===== src/rtl/ooo_queue_scheduler_pkg.sv =====
// ooo_queue_scheduler_pkg
// Shared types for the OOO-flow queue scheduler: flow ID, heap priority,
// heap occupancy, and the eviction FSM state encoding.
package ooo_queue_scheduler_pkg;

  localparam int OOO_FLOW_ID_AWIDTH   = 8;
  localparam int HEAP_PRIORITY_AWIDTH = 8;
  localparam int HEAP_SIZE_AWIDTH     = 6;

  typedef logic [OOO_FLOW_ID_AWIDTH-1:0]   ooo_flow_id_t;
  typedef logic [HEAP_PRIORITY_AWIDTH-1:0] heap_priority_t;
  typedef logic [HEAP_SIZE_AWIDTH-1:0]     heap_size_t;

  typedef enum logic [1:0] {
    IDLE = 2'd0,
    REQ  = 2'd1,
    WAIT = 2'd2,
    OUT  = 2'd3
  } evict_state_t;

  // 32-bit increment that sticks at all-ones.
  function automatic logic [31:0] sat_inc(input logic [31:0] v);
    return (v == 32'hFFFF_FFFF) ? v : v + 32'd1;
  endfunction

endpackage


===== src/rtl/ooo_queue_scheduler_if.sv =====
// ooo_queue_scheduler_if
// Bundle between the scheduler and the bounded OOO-flow queue.
//   master : scheduler side (drives enque and deque-max requests)
//   slave  : queue side (drives readiness, deque-max data, occupancy)
interface ooo_queue_scheduler_if;
  import ooo_queue_scheduler_pkg::*;

  logic           q_enque_en;
  ooo_flow_id_t   q_enque_ooo_flow_id;
  heap_priority_t q_enque_priority;
  logic           q_enque_ready;

  logic           q_deque_max_req_en;
  logic           q_deque_max_req_ready;
  logic           q_deque_max_en;
  ooo_flow_id_t   q_deque_max_ooo_flow_id;
  heap_priority_t q_deque_max_priority;
  logic           q_deque_max_ready;

  heap_size_t     q_queue_size;

  modport master (
    output q_enque_en, q_enque_ooo_flow_id, q_enque_priority,
    output q_deque_max_req_en, q_deque_max_en,
    input  q_enque_ready, q_deque_max_req_ready,
    input  q_deque_max_ooo_flow_id, q_deque_max_priority, q_deque_max_ready,
    input  q_queue_size
  );

  modport slave (
    input  q_enque_en, q_enque_ooo_flow_id, q_enque_priority,
    input  q_deque_max_req_en, q_deque_max_en,
    output q_enque_ready, q_deque_max_req_ready,
    output q_deque_max_ooo_flow_id, q_deque_max_priority, q_deque_max_ready,
    output q_queue_size
  );

endinterface


===== src/rtl/ooo_queue_scheduler_rr_arbiter.sv =====
// ooo_queue_scheduler_rr_arbiter
// Round-robin arbiter. Search starts at rr_ptr; the pointer moves to
// winner+1 (mod NUM_REQ) only when advance is high with a grant present.
// Ports:
//   clk, rst_n : clock, synchronous active-low reset
//   req        : request vector
//   advance    : granted transfer accepted this cycle
//   grant      : one-hot grant (combinational)
//   winner     : index of granted requester
//   any_grant  : at least one request granted
module ooo_queue_scheduler_rr_arbiter #(
  parameter int NUM_REQ = 2,
  parameter int Q_WIDTH = 3
) (
  input  logic               clk,
  input  logic               rst_n,
  input  logic [NUM_REQ-1:0] req,
  input  logic               advance,
  output logic [NUM_REQ-1:0] grant,
  output logic [Q_WIDTH-1:0] winner,
  output logic               any_grant
);

  logic [Q_WIDTH-1:0] rr_ptr;

  // Two passes: indices at/above the pointer first, then the wrap-around.
  always_comb begin
    grant     = '0;
    winner    = '0;
    any_grant = 1'b0;
    for (int i = 0; i < NUM_REQ; i++) begin
      if (!any_grant && req[i] && (i >= int'(rr_ptr))) begin
        grant[i]  = 1'b1;
        winner    = Q_WIDTH'(i);
        any_grant = 1'b1;
      end
    end
    for (int i = 0; i < NUM_REQ; i++) begin
      if (!any_grant && req[i] && (i < int'(rr_ptr))) begin
        grant[i]  = 1'b1;
        winner    = Q_WIDTH'(i);
        any_grant = 1'b1;
      end
    end
  end

  always_ff @(posedge clk) begin
    if (!rst_n) begin
      rr_ptr <= '0;
    end else if (advance && any_grant) begin
      rr_ptr <= (int'(winner) == NUM_REQ - 1) ? '0 : winner + Q_WIDTH'(1);
    end
  end

endmodule


===== src/rtl/ooo_queue_scheduler.sv =====
// ooo_queue_scheduler
// Shares the OOO-flow queue enque port among NUM_REQ requesters (round-robin,
// zero-latency pass-through) and evicts the max-priority entry through the
// queue's deque-max port when occupancy reaches cfg_high_wm or on force_evict.
// Ports:
//   clk, rst_n          : clock, synchronous active-low reset
//   req_valid/_ooo_flow_id/_priority, req_ready : requester enque side
//   qif (master)        : queue enque, deque-max and occupancy
//   cfg_evict_en, cfg_high_wm, force_evict      : eviction control
//   evict_valid/_ooo_flow_id/_priority, evict_ready : evicted entry out
//   evict_busy          : eviction FSM not idle
// Optional: define OOO_SCHED_STATS_EN to add stat_enques, stat_evicts and
// stat_enque_stalls (32-bit saturating counters).
//
// Eviction FSM
//   state | meaning
//   IDLE  | waiting for trigger (watermark or pending force)
//   REQ   | q_deque_max_req_en high until queue accepts
//   WAIT  | q_deque_max_en high until queue returns the entry
//   OUT   | evict_valid high until downstream takes it
module ooo_queue_scheduler
  import ooo_queue_scheduler_pkg::*;
#(
  parameter int NUM_REQ = 2,
  parameter int Q_WIDTH = 3
) (
  input  logic                          clk,
  input  logic                          rst_n,
  input  logic           [NUM_REQ-1:0]  req_valid,
  input  ooo_flow_id_t   [NUM_REQ-1:0]  req_ooo_flow_id,
  input  heap_priority_t [NUM_REQ-1:0]  req_priority,
  output logic           [NUM_REQ-1:0]  req_ready,
  ooo_queue_scheduler_if.master         qif,
  input  logic                          cfg_evict_en,
  input  heap_size_t                    cfg_high_wm,
  input  logic                          force_evict,
  output logic                          evict_valid,
  output ooo_flow_id_t                  evict_ooo_flow_id,
  output heap_priority_t                evict_priority,
  input  logic                          evict_ready,
  output logic                          evict_busy
`ifdef OOO_SCHED_STATS_EN
  ,
  output logic [31:0]                   stat_enques,
  output logic [31:0]                   stat_evicts,
  output logic [31:0]                   stat_enque_stalls
`endif
);

  logic [NUM_REQ-1:0] req_masked;
  logic [NUM_REQ-1:0] grant;
  logic [Q_WIDTH-1:0] winner;
  logic               any_grant;
  logic               enq_fire;
  ooo_flow_id_t       enq_id;
  heap_priority_t     enq_pri;

  // Requests are masked during reset so nothing is granted or accepted.
  assign req_masked = req_valid & {NUM_REQ{rst_n}};
  assign enq_fire   = any_grant & qif.q_enque_ready;

  ooo_queue_scheduler_rr_arbiter #(
    .NUM_REQ (NUM_REQ),
    .Q_WIDTH (Q_WIDTH)
  ) u_rr_arbiter (
    .clk       (clk),
    .rst_n     (rst_n),
    .req       (req_masked),
    .advance   (qif.q_enque_ready),
    .grant     (grant),
    .winner    (winner),
    .any_grant (any_grant)
  );

  always_comb begin
    enq_id  = '0;
    enq_pri = '0;
    for (int i = 0; i < NUM_REQ; i++) begin
      if (any_grant && (int'(winner) == i)) begin
        enq_id  = req_ooo_flow_id[i];
        enq_pri = req_priority[i];
      end
    end
  end

  assign req_ready               = grant & {NUM_REQ{qif.q_enque_ready}};
  assign qif.q_enque_en          = enq_fire;
  assign qif.q_enque_ooo_flow_id = enq_id;
  assign qif.q_enque_priority    = enq_pri;

  evict_state_t state;
  logic         force_pending;
  logic         deq_req_en;
  logic         deq_en;
  logic         size_nz;
  logic         wm_hit;
  logic         trigger;

  assign size_nz = (qif.q_queue_size != '0);
  assign wm_hit  = (cfg_high_wm != '0) && (qif.q_queue_size >= cfg_high_wm);
  assign trigger = cfg_evict_en && size_nz && (wm_hit || force_pending);

  assign qif.q_deque_max_req_en = deq_req_en;
  assign qif.q_deque_max_en     = deq_en;

  always_ff @(posedge clk) begin
    if (!rst_n) begin
      state             <= IDLE;
      force_pending     <= 1'b0;
      deq_req_en        <= 1'b0;
      deq_en            <= 1'b0;
      evict_valid       <= 1'b0;
      evict_busy        <= 1'b0;
      evict_ooo_flow_id <= '0;
      evict_priority    <= '0;
    end else begin
      // A force that lands while an eviction is starting, or while the queue
      // is empty in IDLE, is absorbed rather than queued up.
      if ((state == IDLE) && (trigger || !size_nz)) begin
        force_pending <= 1'b0;
      end else if (force_evict) begin
        force_pending <= 1'b1;
      end

      case (state)
        IDLE: begin
          if (trigger) begin
            state      <= REQ;
            deq_req_en <= 1'b1;
            evict_busy <= 1'b1;
          end
        end
        REQ: begin
          if (qif.q_deque_max_req_ready) begin
            state      <= WAIT;
            deq_req_en <= 1'b0;
            deq_en     <= 1'b1;
          end
        end
        WAIT: begin
          if (qif.q_deque_max_ready) begin
            state             <= OUT;
            deq_en            <= 1'b0;
            evict_valid       <= 1'b1;
            evict_ooo_flow_id <= qif.q_deque_max_ooo_flow_id;
            evict_priority    <= qif.q_deque_max_priority;
          end
        end
        OUT: begin
          if (evict_ready) begin
            state       <= IDLE;
            evict_valid <= 1'b0;
            evict_busy  <= 1'b0;
          end
        end
        default: state <= IDLE;
      endcase
    end
  end

`ifdef OOO_SCHED_STATS_EN
  always_ff @(posedge clk) begin
    if (!rst_n) begin
      stat_enques       <= '0;
      stat_evicts       <= '0;
      stat_enque_stalls <= '0;
    end else begin
      if (enq_fire) stat_enques <= sat_inc(stat_enques);
      if (evict_valid && evict_ready) stat_evicts <= sat_inc(stat_evicts);
      if ((|req_valid) && !qif.q_enque_ready) stat_enque_stalls <= sat_inc(stat_enque_stalls);
    end
  end
`endif

endmodule

===== src/flat_wrapper.sv =====
// flat-port wrapper written by rule: the top's interface ports become plain ports
module ooo_queue_scheduler_flat import ooo_queue_scheduler_pkg::*;
#(
  parameter int NUM_REQ = 2,
  parameter int Q_WIDTH = 3
)
  (clk, rst_n, req_valid, req_ooo_flow_id, req_priority, req_ready, cfg_evict_en, cfg_high_wm, force_evict, evict_valid, evict_ooo_flow_id, evict_priority, evict_ready, evict_busy, qif_q_enque_en, qif_q_enque_ooo_flow_id, qif_q_enque_priority, qif_q_deque_max_req_en, qif_q_deque_max_en, qif_q_enque_ready, qif_q_deque_max_req_ready, qif_q_deque_max_ooo_flow_id, qif_q_deque_max_priority, qif_q_deque_max_ready, qif_q_queue_size);
  ooo_queue_scheduler_if qif_i ();
  input  logic clk;
  input  logic rst_n;
  input  logic           [NUM_REQ-1:0] req_valid;
  input  ooo_flow_id_t   [NUM_REQ-1:0] req_ooo_flow_id;
  input  heap_priority_t [NUM_REQ-1:0] req_priority;
  output logic           [NUM_REQ-1:0] req_ready;
  input  logic cfg_evict_en;
  input  heap_size_t cfg_high_wm;
  input  logic force_evict;
  output logic evict_valid;
  output ooo_flow_id_t evict_ooo_flow_id;
  output heap_priority_t evict_priority;
  input  logic evict_ready;
  output logic evict_busy;
  output wire logic [$bits(qif_i.q_enque_en)-1:0] qif_q_enque_en;
  output wire logic [$bits(qif_i.q_enque_ooo_flow_id)-1:0] qif_q_enque_ooo_flow_id;
  output wire logic [$bits(qif_i.q_enque_priority)-1:0] qif_q_enque_priority;
  output wire logic [$bits(qif_i.q_deque_max_req_en)-1:0] qif_q_deque_max_req_en;
  output wire logic [$bits(qif_i.q_deque_max_en)-1:0] qif_q_deque_max_en;
  input wire logic [$bits(qif_i.q_enque_ready)-1:0] qif_q_enque_ready;
  input wire logic [$bits(qif_i.q_deque_max_req_ready)-1:0] qif_q_deque_max_req_ready;
  input wire logic [$bits(qif_i.q_deque_max_ooo_flow_id)-1:0] qif_q_deque_max_ooo_flow_id;
  input wire logic [$bits(qif_i.q_deque_max_priority)-1:0] qif_q_deque_max_priority;
  input wire logic [$bits(qif_i.q_deque_max_ready)-1:0] qif_q_deque_max_ready;
  input wire logic [$bits(qif_i.q_queue_size)-1:0] qif_q_queue_size;
  assign qif_q_enque_en = qif_i.q_enque_en;
  assign qif_q_enque_ooo_flow_id = qif_i.q_enque_ooo_flow_id;
  assign qif_q_enque_priority = qif_i.q_enque_priority;
  assign qif_q_deque_max_req_en = qif_i.q_deque_max_req_en;
  assign qif_q_deque_max_en = qif_i.q_deque_max_en;
  assign qif_i.q_enque_ready = qif_q_enque_ready;
  assign qif_i.q_deque_max_req_ready = qif_q_deque_max_req_ready;
  assign qif_i.q_deque_max_ooo_flow_id = qif_q_deque_max_ooo_flow_id;
  assign qif_i.q_deque_max_priority = qif_q_deque_max_priority;
  assign qif_i.q_deque_max_ready = qif_q_deque_max_ready;
  assign qif_i.q_queue_size = qif_q_queue_size;
  ooo_queue_scheduler #(.NUM_REQ(NUM_REQ), .Q_WIDTH(Q_WIDTH)) u_core (.clk(clk), .rst_n(rst_n), .req_valid(req_valid), .req_ooo_flow_id(req_ooo_flow_id), .req_priority(req_priority), .req_ready(req_ready), .qif(qif_i), .cfg_evict_en(cfg_evict_en), .cfg_high_wm(cfg_high_wm), .force_evict(force_evict), .evict_valid(evict_valid), .evict_ooo_flow_id(evict_ooo_flow_id), .evict_priority(evict_priority), .evict_ready(evict_ready), .evict_busy(evict_busy));
endmodule

===== config.mk =====
export PLATFORM = sky130hd
export DESIGN_NAME = ooo_queue_scheduler_flat
export DESIGN_NICKNAME = d
export VERILOG_FILES = /design/src/rtl/ooo_queue_scheduler_pkg.sv /design/src/rtl/ooo_queue_scheduler_if.sv /design/src/rtl/ooo_queue_scheduler_rr_arbiter.sv /design/src/rtl/ooo_queue_scheduler.sv /design/src/flat_wrapper.sv
export SDC_FILE = /design/constraint.sdc
export NUM_CORES = 1
export LEC_CHECK = 0
export CORE_MARGIN = 3
export CORE_UTILIZATION = 36
export CTS_CLUSTER_DIAMETER = 150
export DETAILED_ROUTE_END_ITERATION = 10
export HOLD_SLACK_MARGIN = 0.08
export PLACE_DENSITY = 0.85
export SLEW_MARGIN = 20
export SYNTH_ARGS = -nofsm -noshare
export SYNTH_HDL_FRONTEND = slang
export SYNTH_SLANG_ARGS = --single-unit

===== constraint.sdc =====
create_clock -name clk -period 3.2 [get_ports clk]
set_input_delay 0.48 -clock clk [delete_from_list [all_inputs] [get_ports clk]]
set_output_delay 0.48 -clock clk [all_outputs]
set_load 0.01 [all_outputs]

**After elaboration in Yosys (flattened, before gate mapping)**

Cells that the tools add are included.

- Register bits: 26
- Input port bits: 70
- Logic and storage cells: 92

- Add/sub/neg operators: 1
- Order comparisons: 5
- Eq/ne operators: 8
- Multiplexer cells: 30
- Bitwise gates (word level): 4
- Reductions and logical operators: 35

Operators with widths:

| kind | number |
|---|---|
| 8-bit two-way mux | 4 |
| 1-bit logical AND | 14 |
| 1-bit two-way mux | 14 |
| 3-bit AND reduction | 4 |
| 6-bit nonzero test | 2 |
| 3-bit two-way mux | 3 |
| 2-bit two-way mux | 4 |
| 1-bit one-hot mux with 2 select lines | 4 |
| 2-bit one-hot mux with 4 select lines | 1 |
| 2-bit nonzero test | 4 |
| 1-bit by 3-bit greater-or-equal comparator with 1-bit output (first input constant) | 2 |
| 6-bit greater-or-equal comparator | 1 |
| 1-bit by 3-bit less-than comparator with 1-bit output (first input constant) | 2 |
| 2-bit != test (second input constant) | 3 |
| 2-bit AND | 2 |
| 2-bit == test (second input constant) | 2 |
| 1-bit zero test | 4 |
| 4-bit AND reduction | 1 |
| 3-bit by 1-bit adder with 3-bit output (second input constant) | 1 |
| 3-bit by 2-bit == test with 1-bit output (second input constant) | 1 |
| 3-bit zero test | 1 |
| 2-bit by 1-bit == test with 1-bit output (second input constant) | 1 |
| 2-bit zero test | 1 |
| 1-bit logical OR | 2 |
| 5 further kinds | 5 |

**Longest topological paths before layout**

Gate-level depths: netlist of the first run.

- Word-level depth: 19
- Mapped depth: 7
- Depth with buffers taken out: 7

**Modules after synthesis**

From an unflattened synthesis of the first run, not the netlist that was laid out.

- Cell total of the unflattened synthesis: 189
- Area, all modules: 1470.2 um^2

By module, submodules not included:

| module | instances | cells each | area an instance (um^2) | sequential area each (um^2) |
|---|---|---|---|---|
| ooo_queue_scheduler | 1 | 177 | 1376.3 | 460.4 |
| ooo_queue_scheduler_rr_arbiter | 1 | 12 | 93.8 | 20.0 |

**Worst setup path before layout of the first run**

Ideal clock, no wire load.

- Path kind: input-to-reg
- Start: input port qif_q_queue_size[1]
- End: register u_core.evict_busy
- Setup time: 0.072 ns
- Arrival: 1.871 ns
- Required time: 3.128 ns
- Setup slack: 1.258 ns
- Cell stages on the path: 5
- Buffers on the path: 0
- Cell sequence: or4_4 -> or3_4 -> and3_4 -> a21boi_2 -> mux2i_1

- Cells in the longest elaborated chain, start to end: 6
- Elaborated cells on any way between the ends: 8
- Classes of those cells: 1 x order compare; 1 x eq/ne; 6 x reduce/logical

Ends and longest elaborated chain:

| item | RTL line | source |
|---|---|---|
| from (decl) | flat_wrapper.sv:33 | `input wire logic [$bits(qif_i.q_queue_size)-1:0] qif_q_queue_size;` |
| 6-bit greater-or-equal comparator | ooo_queue_scheduler.sv:100 | `assign wm_hit = (cfg_high_wm != '0) && (qif.q_queue_size >= cfg_high_wm);` |
| 1-bit logical AND | ooo_queue_scheduler.sv:100 |  |
| 1-bit logical OR | ooo_queue_scheduler.sv:101 | `assign trigger = cfg_evict_en && size_nz && (wm_hit \|\| force_pending);` |
| 1-bit logical AND * | ooo_queue_scheduler.sv:101 |  |
| 2-bit by 1-bit != test with 1-bit output (no line) * | - |  |
| 3-bit AND reduction (no line) * | - |  |
| to (signal assigned) | ooo_queue_scheduler.sv:113 | `evict_busy <= 1'b0;` |
| to (signal assigned) | ooo_queue_scheduler.sv:130 | `evict_busy <= 1'b1;` |
| to (signal assigned) | ooo_queue_scheduler.sv:153 | `evict_busy <= 1'b0;` |
| to (decl) | ooo_queue_scheduler.sv:41 | `output logic evict_busy` |

Mark *: on every way between the ends. The rest lies on a longest branch, timed or not.
A chain may end at the register's enable or synchronous reset.

**Final worst setup path of the first run**

- Start: input port rst_n
- End: output port qif_q_enque_priority[4]

- Cells in the longest elaborated chain, start to end: 19
- Elaborated cells on any way between the ends: 24
- Classes of those cells: 1 x eq/ne; 9 x mux; 1 x bitwise; 13 x reduce/logical

Ends and longest elaborated chain:

| item | RTL line | source |
|---|---|---|
| from (decl) | flat_wrapper.sv:10 | `input logic rst_n;` |
| 2-bit AND * | ooo_queue_scheduler.sv:59 | `assign req_masked = req_valid & {NUM_REQ{rst_n}};` |
| 1-bit logical AND | ooo_queue_scheduler_rr_arbiter.sv:32 | `if (!any_grant && req[i] && (i >= int'(rr_ptr))) begin` |
| 1-bit two-way mux | ooo_queue_scheduler_rr_arbiter.sv:32 |  |
| 1-bit zero test | ooo_queue_scheduler_rr_arbiter.sv:32 |  |
| 1-bit logical AND (2 in a row) | ooo_queue_scheduler_rr_arbiter.sv:32 |  |
| 1-bit two-way mux | ooo_queue_scheduler_rr_arbiter.sv:32 |  |
| 1-bit zero test | ooo_queue_scheduler_rr_arbiter.sv:39 | `if (!any_grant && req[i] && (i < int'(rr_ptr))) begin` |
| 1-bit logical AND (2 in a row) | ooo_queue_scheduler_rr_arbiter.sv:39 |  |
| 1-bit two-way mux | ooo_queue_scheduler_rr_arbiter.sv:39 |  |
| 1-bit zero test | ooo_queue_scheduler_rr_arbiter.sv:39 |  |
| 1-bit logical AND (2 in a row) | ooo_queue_scheduler_rr_arbiter.sv:39 |  |
| 3-bit two-way mux | ooo_queue_scheduler_rr_arbiter.sv:39 |  |
| 3-bit zero test | ooo_queue_scheduler.sv:79 | `if (any_grant && (int'(winner) == i)) begin` |
| 1-bit logical AND | ooo_queue_scheduler.sv:79 |  |
| 8-bit two-way mux | ooo_queue_scheduler.sv:79 |  |
| 8-bit two-way mux * | ooo_queue_scheduler.sv:79 |  |
| to (decl) | flat_wrapper.sv:25 | `output wire logic [$bits(qif_i.q_enque_priority)-1:0] qif_q_enque_priority;` |

Marked as above.

==> impl_metrics.py, run 1 <==
metrics = {
    "finish": {
        "regArea_um2": 480,
        "nets": 363,
        "stdcell_count": 330,
        "area_taken_by_multi_input_logic_gates_um2": 866,
        "fillers": 318,
        "final_layout_size_suffix_gt1_frac": 0.0426,
        "antenna_cells": 0,
        "area.growth.synth_to_final_pct": 84.5,
    },
    "floorplanning": {
        "ios": 109,
        "placementRows": 22,
        "die_height_um": 68.9,
        "coreArea_um2": 3740,
        "die-width_um": 68.9,
        "start_util": 0.381,
        "design.die.area_um2": 4750,
    },
    "synth": {
        "synth.area.top_cells": "sky130_fd_sc_hd__dfxtp_1 (34%), sky130_fd_sc_hd__nand2_1 (12%), sky130_fd_sc_hd__a22o_1 (9.8%)",
        "syn-mean-instance-area_um2": 8.14,
        "synth_area_leader_cell": "sky130_fd_sc_hd__dfxtp_1",
        "synth_top_area_share": 0.337,
        "synthesis.nets": 255,
        "netlist_instances": 175,
        "post_synth_instance_area_um2": 1430,
        "synth.lib_cells_used.distinct": 29,
        "yosysMostFrequentCell": "sky130_fd_sc_hd__nand2_1",
        "yosys_warnings": 0,
        "async_reset_ff_frac": 0,
        "synth_edf_count": 0,
        "synth_sequential_area_ratio": 0.337,
        "postSynthRegisterBits": 24,
        "ys_dominant_reg_cell": "sky130_fd_sc_hd__dfxtp_1",
        "synthTopCellsByCount": "sky130_fd_sc_hd__nand2_1 (45), sky130_fd_sc_hd__dfxtp_1 (24), sky130_fd_sc_hd__a21boi_0 (18), sky130_fd_sc_hd__a22o_1 (16), sky130_fd_sc_hd__inv_1 (13)",
    },
    "timing": {
        "fmax_mhz": 379,
        "rsz0062_at_grt": "no",
        "timing.final.setup_violations": 0,
        "totalNegativeSetupSlack_ns": 0,
        "timing.clock.skew_ns": 0.00721,
        "finalHoldViolCount": 0,
        "timing.final.max_slew_violations": 0,
        "worstMarginPinSlew_ns": 0.634,
        "layout_min_cycle_time_ns": 2.64,
        "period_share": 0.824,
        "max-slew-margin-rel": 0.578,
        "final_critical_path_setup_slack_ns": 0.562,
    },
    "placed_design": {
        "pre_cts_slack_ns": 0.570,
        "placed_cells_incl_taps": 326,
        "post-dp-hpwl_um": 3390,
        "numPortBuffers": 108,
        "finalWeightedCongestion": 0.712,
    },
    "run": {
        "cap_viol_max_count": 0,
    },
    "critical_path": {
        "worstSetupStartpointType": "input pin",
        "cpMaxStageDelayCell": "sky130_fd_sc_hd__clkdlybuf4s50_1",
        "worst-r2r-cell-count": 7,
        "path_cells": "clkdlybuf4s50_1, nand2_1, a21oi_1, buf_4, a22o_1, clkdlybuf4s50_1",
        "start_to_end_type_of_the_worst_setup_path": "input pin to output port",
        "crit_required_ns": 2.72,
        "crit_family": "buffers and inverters",
        "worstPathArrival_ns": 2.16,
        "worstSetupEndpointType": "output port",
        "cell_with_the_most_instances_on_the_worst_path": "sky130_fd_sc_hd__clkdlybuf4s50_1",
        "worstSetupPathDepth": 6,
        "path_buf_inv": 3,
        "crit_fanout": 17,
        "delay_of_the_slowest_cell_on_the_worst_path_ns": 0.54,
    },
    "drt": {
        "drc_marker_count_from_the_first_detailed_route_iteration": 72,
        "drtPass1Iterations": 4,
        "drt_wl_cell_um": 12.6,
        "drt-total-wl_um": 4150,
        "num_vias": 1627,
        "viasPerCell": 4.93,
        "drc_viols": 0,
        "antenna_nets_post_route": 0,
    },
    "clocking": {
        "cts_root_buf": "sky130_fd_sc_hd__clkbuf_8",
        "clock_insertion_delay_worst_skew_ns": 0.26,
        "cts.sink_count": 24,
        "cts_hold_buffers": 0,
        "clock_tree_from_tritoncts": "done",
        "post_cts.repair.setup_buffers": 0,
        "cts-htree-levels": 1,
        "worst_setup_hold_path_clk_slew_ns": 0.09,
        "clk_path_buf_depth": 2,
        "cts-resized-gates": 0,
        "cts-buffers-inserted": 3,
    },
    "global_routing": {
        "grt_first_pass_wirelength_um": 6460,
        "gr-usage-all-layers": 0.175,
        "number_of_antenna_violations_at_the_first_check_in_global_routing": 0,
        "grt_pass1_vias": 1562,
        "grt_start_max_net_pins": 29,
        "grt_overflow": 0,
    },
    "min_path": {
        "kind_of_path_behind_the_tightest_hold_check": "flip-flop to flip-flop",
        "hold_depth": 2,
    },
    "power": {
        "vdd.ir_drop.worst_v": 0.000271,
        "overall_power_consumption_w": 0.00111,
        "p_per_area_nw_per_um2": 420,
        "p_leak_nw": 1.02,
    },
    "run_status": {
        "run_status": "finished clean",
    },
}
-- cells in the final DEF, fill, tap and decap left out --
| master | instances |
|---|---|
| sky130_fd_sc_hd__o21ba_1 | 1 |
| sky130_fd_sc_hd__or3_4 | 1 |
| sky130_fd_sc_hd__nor4_1 | 1 |
| sky130_fd_sc_hd__nand4_1 | 1 |
| sky130_fd_sc_hd__a21boi_0 | 18 |
| sky130_fd_sc_hd__inv_1 | 13 |
| sky130_fd_sc_hd__nor2_1 | 3 |
| sky130_fd_sc_hd__buf_4 | 3 |
| sky130_fd_sc_hd__nand2_1 | 45 |
| sky130_fd_sc_hd__o211a_1 | 1 |
| sky130_fd_sc_hd__nand3_1 | 1 |
| sky130_fd_sc_hd__nand2b_1 | 2 |
| sky130_fd_sc_hd__o221ai_1 | 3 |
| sky130_fd_sc_hd__ha_1 | 10 |
| sky130_fd_sc_hd__mux2i_1 | 3 |
| sky130_fd_sc_hd__and2_1 | 3 |
| sky130_fd_sc_hd__o311ai_0 | 1 |
| sky130_fd_sc_hd__a21oi_1 | 7 |
| sky130_fd_sc_hd__clkdlybuf4s50_1 | 108 |
| sky130_fd_sc_hd__a21boi_2 | 1 |
| sky130_fd_sc_hd__o21ai_0 | 2 |
| sky130_fd_sc_hd__nor4bb_1 | 1 |
| sky130_fd_sc_hd__and3_4 | 1 |
| sky130_fd_sc_hd__a22o_1 | 16 |
| sky130_fd_sc_hd__a21oi_2 | 1 |
| sky130_fd_sc_hd__o31ai_1 | 1 |
| sky130_fd_sc_hd__or4_4 | 1 |
| sky130_fd_sc_hd__o211ai_1 | 3 |
| sky130_fd_sc_hd__bufinv_16 | 1 |
| sky130_fd_sc_hd__clkbuf_8 | 3 |
| sky130_fd_sc_hd__a31oi_1 | 2 |
| sky130_fd_sc_hd__dfxtp_1 | 24 |
-- layer usage --
layer  wire length [um]  global-route usage  up-vias
li1                   -                   -      835
met1               1650               0.200      717
met2               2020               0.311       73
met3                454              0.0616        2
met4                 19              0.0414        0
met5                  0                   0        -
-- flip-flops by register name (all words and copies together) (netlist names) --
name,count
u_core.evict_ooo_flow_id,8
u_core.evict_priority,8
u_core.state,2
u_core.evict_busy,1
u_core.evict_valid,1
u_core.force_pending,1
u_core.qif.q_deque_max_en,1
u_core.qif.q_deque_max_req_en,1
u_core.u_rr_arbiter.rr_ptr,1
-- final cells by class --
class	count	area share
clock buffers	3	0.0157
clock inverters	1	0.0114
inverters	13	0.0186
multi-input cells	130	0.329
flip-flops and latches	24	0.183
well taps	48	0.0228
repair buffers	111	0.420
-- path summary, 6_finish.rpt --
kind | start | slack (ns) | end
worst max-delay path | rst_n | 0.56 | qif_q_enque_priority[4]
worst min-delay path | u_core.evict_priority[2]$_SDFFE_PN0P_ | 0.46 | u_core.evict_priority[2]$_SDFFE_PN0P_
worst max register to register | u_core.state[0]$_SDFFE_PN0P_ | 1.49 | u_core.state[1]$_SDFFE_PN0P_
worst min register to register | u_core.evict_priority[2]$_SDFFE_PN0P_ | 0.46 | u_core.evict_priority[2]$_SDFFE_PN0P_
-- power breakdown --
group	total, W	internal [W]	leakage (nW)	switching, W
combinational	0.000464	0.000258	0.787	0.000206
sequential	0.000381	0.000349	0.195	0.0000317
clock	0.000261	0.000167	0.0357	0.0000942
-- kinds of logic (layout without fill, tap and decap cells) --
kind of cell             after synthesis  after routing  synth area share
flip-flops                            24             24             0.337
multiplexers                           3              3            0.0211
AND/OR/NAND/NOR                       60             60             0.191
buffers and inverters                 21            128            0.0553
AO/OA/AOI/OAI                         57             57             0.307
adder cells (fa/ha/maj)               10             10            0.0878
-- stage by stage --
stage | utilization | cell area, um^2 | hold WS (ns)
final | 0.703 | 2630 | 0.462
after global routing | 0.703 | 2630 | 0.489
after CTS | 0.703 | 2630 | 0.468
after detailed placement | 0.683 | 2560 | 0.456
after global placement | 0.683 | 2560 | 0.449
after floorplan | - | 1430 | 0.471
-- worst reg2reg max path: stages (launching register included) --
cell	delay, ns
sky130_fd_sc_hd__dfxtp_1	0.36
sky130_fd_sc_hd__inv_1	0.08
sky130_fd_sc_hd__ha_1	0.25
sky130_fd_sc_hd__nand2b_1	0.11
sky130_fd_sc_hd__o221ai_1	0.18
sky130_fd_sc_hd__nor4bb_1	0.37
sky130_fd_sc_hd__a21oi_2	0.12
sky130_fd_sc_hd__mux2i_1	0.13
Power figures use the tool's default switching activity.
==> run 2: changes to the inputs <==
--- a/config.mk
+++ b/config.mk
@@ -6,11 +6,11 @@
 export NUM_CORES = 1
 export LEC_CHECK = 0
 export CORE_MARGIN = 3
-export CORE_UTILIZATION = 36
+export CORE_UTILIZATION = 34
 export CTS_CLUSTER_DIAMETER = 150
 export DETAILED_ROUTE_END_ITERATION = 10
 export HOLD_SLACK_MARGIN = 0.08
-export PLACE_DENSITY = 0.85
+export PLACE_DENSITY = 0.81
 export SLEW_MARGIN = 20
 export SYNTH_ARGS = -nofsm -noshare
 export SYNTH_HDL_FRONTEND = slang
==> constraint.sdc (replaced) <==
create_clock -name clk -period 2.52 [get_ports clk]
set_input_delay 0.378 -clock clk [delete_from_list [all_inputs] [get_ports clk]]
set_output_delay 0.378 -clock clk [all_outputs]
set_load 0.01 [all_outputs]
==> run 2 against run 1 <==
Register-to-register slack got worse by 0.73 ns; worst hold slack improved by 0.0012 ns; first-iteration DRC count rose by 18%; critical endpoint is now qif_q_enque_priority[3]; largest cell class unchanged; highest routed layer unchanged.
==> impl_metrics.py, run 2 (same netlist as run 1, synthesis figures left out) <==
metrics = {
    "finish": {
        "largest_registers": "u_core.evict_ooo_flow_id: 8 flops, u_core.evict_priority: 8 flops, u_core.state: 2 flops",
        "commonest_non_fill_non_tap_cell_in_the_layout": "sky130_fd_sc_hd__clkdlybuf4s50_1",
        "layout_common_cells": "sky130_fd_sc_hd__clkdlybuf4s50_1 (108), sky130_fd_sc_hd__nand2_1 (45), sky130_fd_sc_hd__dfxtp_1 (24), sky130_fd_sc_hd__a21boi_0 (18), sky130_fd_sc_hd__a22o_1 (16)",
        "stdcell_count": 331,
        "antenna_cells": 0,
        "nets": 364,
        "final_layout_size_suffix_gt1_frac": 0.0459,
        "area_taken_by_multi_input_logic_gates_um2": 866,
        "area.growth.synth_to_final_pct": 85.1,
        "fillers": 336,
        "regArea_um2": 480,
        "finish.utilization": 0.684,
    },
    "timing": {
        "period_share": 0.952,
        "max-slew-margin-rel": 0.595,
        "finalHoldViolCount": 0,
        "fmax_mhz": 417,
        "timing.final.max_slew_violations": 0,
        "final_critical_path_setup_slack_ns": 0.121,
        "timing.clock.skew_ns": 0.00615,
        "timing.final.setup_violations": 0,
        "layout_min_cycle_time_ns": 2.40,
        "totalNegativeSetupSlack_ns": 0,
        "hold_slack_ns": 0.464,
        "rsz0062_at_grt": "no",
        "worstMarginPinSlew_ns": 0.608,
    },
    "critical_path": {
        "path_buf_inv": 3,
        "cell_with_the_most_instances_on_the_worst_path": "sky130_fd_sc_hd__clkdlybuf4s50_1",
        "crit_fanout": 17,
        "delay_of_the_slowest_cell_on_the_worst_path_ns": 0.54,
        "path_cells": "clkdlybuf4s50_1, nand2_1, a21oi_1, buf_4, a22o_1, clkdlybuf4s50_1",
        "crit_family": "buffers and inverters",
        "critical_path.startpoint": "rst_n",
        "worst-r2r-setup-slack_ns": 0.76,
        "worstPathArrival_ns": 2.02,
        "r2r_start": "u_core.state[0]$_SDFFE_PN0P_",
        "timing.critical_path.to": "qif_q_enque_priority[3]",
        "crit_required_ns": 2.14,
        "worstSetupEndpointType": "output port",
        "worstSetupPathDepth": 6,
        "start_to_end_type_of_the_worst_setup_path": "input pin to output port",
        "timing.rr.end": "u_core.state[1]$_SDFFE_PN0P_",
        "worst-r2r-cell-count": 7,
        "cpMaxStageDelayCell": "sky130_fd_sc_hd__clkdlybuf4s50_1",
        "worstSetupStartpointType": "input pin",
    },
    "global_routing": {
        "gr-usage-all-layers": 0.169,
        "number_of_antenna_violations_at_the_first_check_in_global_routing": 0,
        "grt_start_max_net_pins": 27,
        "grt_pass1_vias": 1608,
        "grt_first_pass_wirelength_um": 6920,
        "grt_overflow": 0,
    },
    "clocking": {
        "cts.sink_count": 24,
        "clock_tree_from_tritoncts": "done",
        "cts_hold_buffers": 0,
        "clock_insertion_delay_worst_skew_ns": 0.26,
        "worst_setup_hold_path_clk_slew_ns": 0.09,
        "clk_path_buf_depth": 2,
        "post_cts.repair.setup_buffers": 0,
        "cts_root_buf": "sky130_fd_sc_hd__clkbuf_8",
        "cts-htree-levels": 1,
        "cts-buffers-inserted": 3,
        "cts-resized-gates": 0,
    },
    "floorplanning": {
        "placementRows": 22,
        "start_util": 0.370,
        "design.die.area_um2": 5000,
        "ios": 109,
        "coreArea_um2": 3850,
        "die-width_um": 70.7,
        "die_height_um": 70.7,
    },
    "placed_design": {
        "pre_cts_slack_ns": 0.123,
        "numPortBuffers": 108,
        "post-dp-hpwl_um": 3570,
        "placed_cells_incl_taps": 327,
        "finalWeightedCongestion": 0.808,
    },
    "drt": {
        "num_vias": 1629,
        "drt-total-wl_um": 4370,
        "drtPass1Iterations": 4,
        "antenna_nets_post_route": 0,
        "drc_viols": 0,
        "viasPerCell": 4.92,
        "drc_marker_count_from_the_first_detailed_route_iteration": 85,
        "drt_wl_cell_um": 13.2,
    },
    "power": {
        "vdd.ir_drop.worst_v": 0.000246,
        "p_per_area_nw_per_um2": 536,
        "p_leak_nw": 1.02,
    },
    "run_status": {
        "run_status": "finished clean",
    },
    "min_path": {
        "kind_of_path_behind_the_tightest_hold_check": "flip-flop to flip-flop",
    },
    "run": {
        "cap_viol_max_count": 0,
    },
}
-- run 2: cell count changes in the layout (fill, tap and decap cells not counted) --
cell | before | now
sky130_fd_sc_hd__buf_4 | 3 | 4
-- run 2: power by group --
group	internal [W]	switching, W	total (W)
clock	0.000212	0.000125	0.000337
sequential	0.000444	0.0000408	0.000484
combinational	0.000329	0.000264	0.000593
total	0.000985	0.000429	0.00141
-- run 2: worst min-delay path by stage --
stage | from | slack [ns] | end | cells after the start
3_5_place_dp | u_core.evict_priority[3]$_SDFFE_PN0P_ | 0.46 | u_core.evict_priority[3]$_SDFFE_PN0P_ | 2
3_3_place_gp | u_core.evict_ooo_flow_id[7]$_SDFFE_PN0P_ | 0.45 | u_core.evict_ooo_flow_id[7]$_SDFFE_PN0P_ | 2
2_1_floorplan | u_core.state[1]$_SDFFE_PN0P_ | 0.47 | u_core.state[1]$_SDFFE_PN0P_ | 2
6_report | u_core.evict_priority[3]$_SDFFE_PN0P_ | 0.46 | u_core.evict_priority[3]$_SDFFE_PN0P_ | 2
4_1_cts | u_core.evict_priority[3]$_SDFFE_PN0P_ | 0.47 | u_core.evict_priority[3]$_SDFFE_PN0P_ | 2
5_1_grt | u_core.evict_priority[3]$_SDFFE_PN0P_ | 0.48 | u_core.evict_priority[3]$_SDFFE_PN0P_ | 2
-- run 2: tightest hold or removal path: cells and delay by family (launching register included) --
kind	cells	cell delay [ns]
flip-flops	1	0.32
AO/OA/AOI/OAI	1	0.06
AND/OR/NAND/NOR	1	0.04
-- run 2: final cells by class --
| cell class | instances | share of cell area |
|---|---|---|
| clock inverters | 1 | 0.0114 |
| repair buffers | 112 | 0.421 |
| flip-flops and latches | 24 | 0.182 |
| multi-input cells | 130 | 0.328 |
| well taps | 48 | 0.0228 |
| inverters | 13 | 0.0185 |
| clock buffers | 3 | 0.0157 |
-- run 2: stage by stage --
stage / power [W] / instance area, um^2
3_5_place_dp: 0.00109 / 2570
2_1_floorplan: 0.000784 / 1430
5_1_grt: 0.00151 / 2640
6_report: 0.00141 / 2640
3_3_place_gp: 0.00108 / 2570
4_1_cts: 0.00143 / 2640
-- run 2: per-layer routing --
metal  vias to the layer above  global-route usage  wire (um)
li1                        833                   -          -
met1                       719               0.187       1790
met2                        73               0.301       2100
met3                         4              0.0611        444
met4                         0              0.0522         40
met5                         -                   0          0
==> run 3: changes to the inputs <==
--- a/config.mk
+++ b/config.mk
@@ -11,7 +11,6 @@
 export DETAILED_ROUTE_END_ITERATION = 10
 export HOLD_SLACK_MARGIN = 0.08
 export PLACE_DENSITY = 0.81
-export SLEW_MARGIN = 20
 export SYNTH_ARGS = -nofsm -noshare
 export SYNTH_HDL_FRONTEND = slang
 export SYNTH_SLANG_ARGS = --single-unit
==> results of run 3 <==
The final DEF is identical to that of run 2; final timing and power are the same.
